**src/rtl/deserializador_alineado.sv**
```systemverilog
// Serial-to-parallel deserializer with comma-based word alignment.
// Searches for a comma, verifies LOCK_COUNT aligned commas, then delivers aligned words.
module deserializador_alineado #(
    parameter int              WIDTH      = 10,
    parameter logic [WIDTH-1:0] COMMA     = 10'b0011111010,
    parameter bit              DOBLE_DISP = 1'b1,
    parameter bit              MSB_FIRST  = 1'b1,
    parameter int              LOCK_COUNT = 3
) (
    input  logic             clk,
    input  logic             rst,
    input  logic             enb,
    input  logic             entrada,
    output logic [WIDTH-1:0] salidas,
    output logic             valido,
    output logic             alineado,
    output logic             comma_det
);

    localparam int             CW   = $clog2(WIDTH);
    localparam logic [CW-1:0]  LAST = CW'(WIDTH - 1);
    localparam logic [3:0]     LC   = 4'(LOCK_COUNT);

    typedef enum logic [1:0] {
        BUSCAR    = 2'd0,
        VERIFICAR = 2'd1,
        ALINEADO  = 2'd2
    } estado_t;

    estado_t          est_q, est_d;
    logic [WIDTH-2:0] sr_q, sr_d;
    logic [CW-1:0]    cnt_q, cnt_d;
    logic [3:0]       lock_q, lock_d;
    logic [WIDTH-1:0] sal_q, sal_d;
    logic             val_q, val_d;
    logic             al_q, al_d;
    logic             cd_q, cd_d;
    logic [WIDTH-1:0] ventana;
    logic             es_comma;
    logic             frontera;

    // The window always includes the bit being sampled, so a word completes with zero latency.
    generate
        if (MSB_FIRST) begin : g_msb
            assign ventana = {sr_q, entrada};
            assign sr_d    = enb ? ventana[WIDTH-2:0] : sr_q;
        end else begin : g_lsb
            assign ventana = {entrada, sr_q};
            assign sr_d    = enb ? ventana[WIDTH-1:1] : sr_q;
        end
    endgenerate

    assign es_comma = (ventana == COMMA) || (DOBLE_DISP && (ventana == ~COMMA));
    assign frontera = enb && (cnt_q == LAST);

    always_comb begin
        est_d  = est_q;
        cnt_d  = cnt_q;
        lock_d = lock_q;
        sal_d  = sal_q;
        val_d  = 1'b0;
        cd_d   = 1'b0;
        if (enb) begin
            cnt_d = (cnt_q == LAST) ? '0 : cnt_q + 1'b1;
            case (est_q)
                BUSCAR: begin
                    if (es_comma) begin
                        cnt_d  = '0;
                        lock_d = 4'd1;
                        est_d  = (LOCK_COUNT == 1) ? ALINEADO : VERIFICAR;
                    end
                end
                VERIFICAR: begin
                    if (frontera) begin
                        if (es_comma) begin
                            lock_d = lock_q + 4'd1;
                            if (lock_d == LC) est_d = ALINEADO;
                        end else begin
                            est_d = BUSCAR;
                        end
                    end
                end
                ALINEADO: begin
                    if (frontera) begin
                        sal_d = ventana;
                        val_d = 1'b1;
                        cd_d  = es_comma;
                    end else if (es_comma) begin
                        // A comma off the word boundary means alignment was lost.
                        est_d = BUSCAR;
                    end
                end
                default: est_d = BUSCAR;
            endcase
        end
        al_d = (est_d == ALINEADO);
    end

    always_ff @(posedge clk or negedge rst) begin
        if (!rst) begin
            est_q  <= BUSCAR;
            sr_q   <= '0;
            cnt_q  <= '0;
            lock_q <= '0;
            sal_q  <= '0;
            val_q  <= 1'b0;
            al_q   <= 1'b0;
            cd_q   <= 1'b0;
        end else begin
            est_q  <= est_d;
            sr_q   <= sr_d;
            cnt_q  <= cnt_d;
            lock_q <= lock_d;
            sal_q  <= sal_d;
            val_q  <= val_d;
            al_q   <= al_d;
            cd_q   <= cd_d;
        end
    end

    assign salidas   = sal_q;
    assign valido    = val_q;
    assign alineado  = al_q;
    assign comma_det = cd_q;

endmodule
```
**config.mk**
```make
export PLATFORM = sky130hd
export DESIGN_NAME = deserializador_alineado
export DESIGN_NICKNAME = d
export VERILOG_FILES = /design/src/rtl/deserializador_alineado.sv
export SDC_FILE = /design/constraint.sdc
export NUM_CORES = 1
export LEC_CHECK = 0
export ABC_AREA = 0
export CORE_MARGIN = 2
export CORE_UTILIZATION = 44
export CTS_CLUSTER_DIAMETER = 60
export DETAILED_ROUTE_END_ITERATION = 10
export SLEW_MARGIN = 10
export SYNTH_ARGS = -nofsm -noshare
export SYNTH_HDL_FRONTEND = slang
export SYNTH_SLANG_ARGS = --single-unit
export TNS_END_PERCENT = 30
```
**constraint.sdc**
```tcl
create_clock -name clk -period 2.4 [get_ports clk]
set_input_delay 0.48 -clock clk [delete_from_list [all_inputs] [get_ports clk]]
set_output_delay 0.48 -clock clk [all_outputs]
set_load 0.01 [all_outputs]
```
==> flow_summary.yaml <==
setup_path:
  required_ns: 2.61
  path_class: "in -> reg"
  crit_chain: "clkdlybuf4s50_1 > or4bb_1 > nor4_1 > o21ai_1 > a221o_1"
  cp.arrival_ns: 2.41
  startpoint_type: "input port"
  endpoint_kind: "register"
  critPathBufInv: 1
  worstPathMaxFanout: 4
  worst_path_max_delay_cell: "or4bb_1"
  max_stage_delay_ns: 0.57
  path_delay_family: "simple AND/OR/NAND/NOR gates"
detailed_routing:
  drt_iter0_drc: 100
  wirelength_met1_mm: 1.31
  topRoutingLayerUsed: "met4"
  route.detailed.drc: 0
  via_per_inst: 5.51
  vias: 1113
  postRouteAntennaNets: 0
  dr_wl_met3_um: 101
  first_pass_iters: 4
  wire_per_inst_um: 13.9
  wl_mm: 2.81
  wl_met2_mm: 1.37
timing:
  rsz0062_at_grt: "no"
  final-max-slew-violation-count: 0
  fin_skew_ns: 0.00791
  max_freq_mhz: 455
  slew_headroom_pct: 59.3
  hold_viol_final: 0
  setup_viol: 0
  tightest_slew_ns: 0.605
  finalCritPeriodShare_pct: 91.5
  period_minus_slack_ns: 2.20
clock_network:
  cts_setup_buffers: 0
  hold_buffers: 0
  root_buffer: "clkbuf_4"
  clk_pin_slew_worst_paths_ns: 0.10
  cts-buffers-inserted: 5
  worstSkewPairLatency_ns: 0.33
  cts_max_path_buffers: 2
  postCtsResizedCells: 0
  h-tree-depth: 2
  cts_tree: "built"
  clock-sinks: 32
pwr:
  ir_worst_vdd_v: 0.000404
  pwr_density_cell_nw_per_um2: 716
  p_leak_uw: 0.000805
  power.total_uw: 1330
yosys:
  synth_warnings: 0
  syn_area_um2: 1540
  ys_seq_elements: 32
  syn-num-nets: 138
  netlist_instances: 132
  ys_seq_area_share_pct: 52.0
  ys_types: 40
  syn_avg_cell_area_um2: 11.7
grt:
  antenna_found_initial: 0
  grt_pass1_wl_mm: 5.06
  grt_max_degree: 33
  grt_pass1_vias: 1117
  track_usage_pct: 16.4
  overflow: 0
placed_design:
  dp_hpwl_mm: 2.02
  io_buffers: 16
  postPlaceCellArea_um2: 1780
  gp_congestion: 0.850
die:
  initial_core_util_pct: 46.1
  num_rows: 21
  die_y_um: 63.1
  die_area_um2: 3990
  dieWidth_um: 63.1
  core_um2: 3340
  pin_count: 17
final_layout:
  mostFrequentLayoutCells: "32 x dfrtp_1, 18 x mux2_2, 16 x clkdlybuf4s50_1"
  layout.nets: 161
  layout-drive-gt1-share_pct: 25.0
  final_common_cell: "dfrtp_1"
  final_util_pct: 55.5
  diodes: 0
  n_fill_cell: 314
  area_growth_syn_to_layout_pct: 20.4
  stdcell_area_um2: 1850
run:
  drv_cap: 0
run_status:
  status: "completed"
hold_path:
  min_path_type: "reg -> reg"
## state kept, by name (all words and copies together) (netlist names)
name       cells
lock_q         4
salidas       10
alineado       1
est_q          2
sr_q           9
comma_det      1
valido         1
cnt_q          4
## per-layer routing
layer  up-vias  global-route usage [%]
li1        541                       -
met1       552                    21.3
met2        16                    25.3
met3         4                    5.89
met4         0                    6.11
met5         -                       0
## power breakdown
part | switching (uW) | internal [uW]
Clock | 174 | 218
Sequential | 97.9 | 617
Combinational | 108 | 112
Total | 379 | 947
## cell usage after synthesis
| library cell | n | area share [%] |
|---|---|---|
| a221oi_1 | 1 | 0.57 |
| dfrtp_1 | 32 | 52 |
| a21oi_2 | 1 | 0.57 |
| o221a_2 | 1 | 0.73 |
| clkbuf_1 | 4 | 0.98 |
| a221o_1 | 3 | 2.0 |
| a221oi_2 | 1 | 0.98 |
| ha_1 | 2 | 1.6 |
| o2bb2ai_1 | 1 | 0.57 |
| or4bb_1 | 2 | 1.5 |
| nor4b_1 | 1 | 0.57 |
| nand3_1 | 3 | 0.98 |
| nor4_2 | 1 | 0.81 |
| or2_2 | 1 | 0.41 |
| o22ai_1 | 1 | 0.41 |
| nand2_1 | 8 | 2.0 |
| a21oi_1 | 5 | 1.6 |
| o211ai_1 | 1 | 0.49 |
| or4_1 | 1 | 0.49 |
| mux2_2 | 18 | 13 |
| buf_2 | 2 | 0.65 |
| o211a_1 | 2 | 1.3 |
| nand3b_1 | 1 | 0.49 |
| mux2_1 | 1 | 0.73 |
| or4_4 | 2 | 1.5 |
| nand2b_1 | 3 | 1.2 |
| o21ai_0 | 3 | 0.98 |
| inv_1 | 4 | 0.98 |
| nor2_1 | 4 | 0.98 |
| a32o_1 | 1 | 0.65 |
| nand2_2 | 1 | 0.41 |
| nand4_1 | 1 | 0.41 |
| and3_1 | 2 | 0.81 |
| nor4_1 | 2 | 0.81 |
| o21ai_1 | 2 | 0.65 |
| xor2_1 | 2 | 1.1 |
| nor3_1 | 8 | 2.6 |
| or2_1 | 1 | 0.41 |
| a211oi_1 | 1 | 0.49 |
| a22oi_1 | 1 | 0.49 |
## cell families (layout without fill, tap and decap cells)
logic type | after synthesis | count (layout) | synth area share (%)
DFF | 32 | 32 | 52.0
buffers and inverters | 10 | 34 | 2.60
and+or+nand+nor | 42 | 42 | 16.3
AOI/OAI and AO/OA | 25 | 25 | 12.4
xor gates and xnor gates | 2 | 2 | 1.14
adders and majority gates | 2 | 2 | 1.63
muxes | 19 | 19 | 13.9
## path summary, 6_finish.rpt
kind / from / endpoint / slack, ns / cells past startpoint
min in group asynchronous: rst / cnt_q[2] / 0.54 / 2
max in group asynchronous: rst / est_q[1] / 1.57 / 2
hold / removal: salidas[8] / salidas[8] / 0.50 / 1
setup reg to reg: sr_q[1] / lock_q[3] / 0.42 / 4
setup / recovery: entrada / lock_q[3] / 0.20 / 5
hold reg to reg: salidas[8] / salidas[8] / 0.50 / 1
## stage by stage
stage	TNS (ns)	worst slack (ns)	instances	hold WS [ns]
2_1_floorplan	0	0.512	132	0.184
3_3_place_gp	-0.289	-0.0728	194	0.472
3_5_place_dp	-0.630	-0.119	194	0.479
4_1_cts	0	0.218	202	0.509
5_1_grt	0	0.119	202	0.537
6_report	0	0.203	202	0.499
## cell type report
type                            count  area, um2  share of cell area (%)
Multi-Input combinational cell     90        698                    37.7
Timing Repair Buffer               22        205                    11.1
Sequential cell                    32        801                    43.2
Clock buffer                        6       41.3                    2.23
Clock inverter                      2       35.0                    1.89
Inverter                            4       15.0                   0.810
Tap cell                           46       57.6                    3.11
(Power assumes the default switching activity.)
==> edit (config.mk and constraints unchanged) <==
Put one more register stage on the output `salidas`. The value now appears one clock later. The other outputs are not delayed to match.
--- a/src/rtl/deserializador_alineado.sv
+++ b/src/rtl/deserializador_alineado.sv
@@ -119,5 +119,11 @@
     end
 
-    assign salidas   = sal_q;
+    always_ff @(posedge clk or negedge rst) begin
+        if (!rst) begin
+            salidas <= '0;
+        end else begin
+            salidas <= sal_q;
+        end
+    end
     assign valido    = val_q;
     assign alineado  = al_q;
Check against the original RTL: no difference found for any inputs over 10 cycles, from zero or initial values and one cycle with rst low; that may be too few to reach the edited logic, so the function may still have changed.
==> edit against the unedited design <==
Sequential share of layout area increased by 8.5 points. Sequential cell count rose by 10. Setup slack gained 150 ps. Design area is 9.7% higher. Area after synthesis up 11%. Die area increased by 10%. Wire length up 1.5%. Critical endpoint is now alineado. Largest cell class unchanged. Highest routed layer unchanged.
Power is not compared: it rests on default switching activity, and its combinational part moved more than twofold at a synthesized area within 25%.
==> edit: results (changes against the unedited design) <==
{| class="wikitable"
! Metric !! Value
|-
| Result of the run || finished, final reports clean (unchanged)
|-
| Post-placement cell count || 191 (was 194)
|-
| Largest clock skew in the final design || 5.25 ps (was 7.91 ps)
|-
| Number of distinct standard cells referenced by the synthesized netlist || 37 (was 40)
|-
| Minimum setup slack after placement || 98.1 ps (was -119 ps)
|-
| Ratio of cells with drive above 1 in the final layout || 0.227 (was 0.250)
|-
| First-pass GRT wire length || 5040 µm (was 5060 µm)
|-
| Number of DRC markers after the initial detailed-route iteration || 99 (was 100)
|-
| Average wire per standard cell || 14.4 µm (was 13.9 µm)
|-
| Global-route usage over all layers || 0.159 (was 0.164)
|-
| Final HPWL DP || 1950 µm (was 2020 µm)
|-
| Worst-path clk slew || 80 ps (was 100 ps)
|-
| Final nets || 156 (was 161)
|-
| Slew at the pin closest to its max-slew limit || 912 ps (was 605 ps)
|-
| Worst min-delay path class || input port to asynchronous set/reset pin (was flip-flop to flip-flop)
|-
| Sequential area share after synthesis || 0.617 (was 0.520)
|-
| Routed wire length || 2850 µm (was 2810 µm)
|-
| Maximum fanout along the worst path || 5 (was 4)
|-
| Arrival @ worst endpoint || 2280 ps (was 2410 ps)
|-
| DR vias || 1,096 (was 1,113)
|-
| Post-Syn Area per Cell || 13.3 µm² (was 11.7 µm²)
|-
| Ranking of synthesized cells by area || dfrtp_1 (62%), mux2_2 (13%), o41ai_1 (1.5%) (was dfrtp_1 (52%), mux2_2 (13%), nor3_1 (2.6%))
|-
| XOR/XNOR Fraction of Synth Area || 0.00514 (was 0.0114)
|-
| Area fraction in compound gates after synthesis || 0.0844 (was 0.124)
|-
| Area share of fa/ha/maj cells after synthesis || 0.0147 (was 0.0163)
|-
| Maximum number of pins on one net before global-route repair || 43 (was 33)
|-
| Nets in the synthesized netlist || 134 (was 138)
|-
| Root cell of the clock tree || clkbuf_8 (was clkbuf_4)
|}
## edit: per-stage QoR
step	power [µW]	cell area (µm²)	hold WS (ps)
2_1_floorplan	1330	1700	184
3_3_place_gp	1560	1920	354
3_5_place_dp	1590	1920	360
4_1_cts	2140	2030	342
5_1_grt	2260	2030	381
6_report	2120	2030	321
## edit: final timing paths
kind                            startpoint    endpoint  slack, ps  cells after the start
max in group asynchronous              rst   comma_det       1510                      1
worst min-delay path                   rst    sal_q[5]        320                      1
min in group clk                  sal_q[1]  salidas[1]        370                      0
worst max-delay path               entrada    alineado        350                      7
worst max register to register     sr_q[4]    alineado        540                      6
worst min register to register    sal_q[1]  salidas[1]        370                      0
## edit: worst max-delay path, stage by stage
cell and delay, ps:
clkdlybuf4s50_1 470, nand4bb_1 200, nor4_1 180, a21oi_1 140
buf_4 190, o41ai_1 400, and3_1 210
## edit: routing by layer
metal / vias up / GRT usage / wire length (µm)
met4: 0 / 0.0689 / 55
li1: 510 / - / -
met3: 6 / 0.0664 / 137
met5: - / 0 / 0
met1: 550 / 0.210 / 1300
met2: 30 / 0.226 / 1350
## edit: kinds of logic (layout without fill, tap and decap cells)
group	Yosys count	in the layout
DFF	42	42
and+or+nand+nor	30	30
AOI/OAI and AO/OA	21	21
muxes	21	21
buffers and inverters	11	33
adders and majority gates	2	2
xor gates and xnor gates	1	1
## edit: layout make-up
cell class	instances	area, µm²	area share
clock buffer	6	82.6	0.0406
clock inverter	1	30.0	0.0148
inverter	5	18.8	0.00924
multi-input combinational	75	597	0.294
sequential	42	1050	0.517
tap	48	60.1	0.0296
timing repair buffer	21	193	0.0948
## edit: power by group
part | internal (µW) | total (µW) | switching (µW) | leakage (µW)
clock network | 333 | 559 | 227 | 0.0000573
registers | 939 | 1080 | 145 | 0.000519
logic | 294 | 477 | 183 | 0.000287
total | 1570 | 2120 | 555 | 0.000864
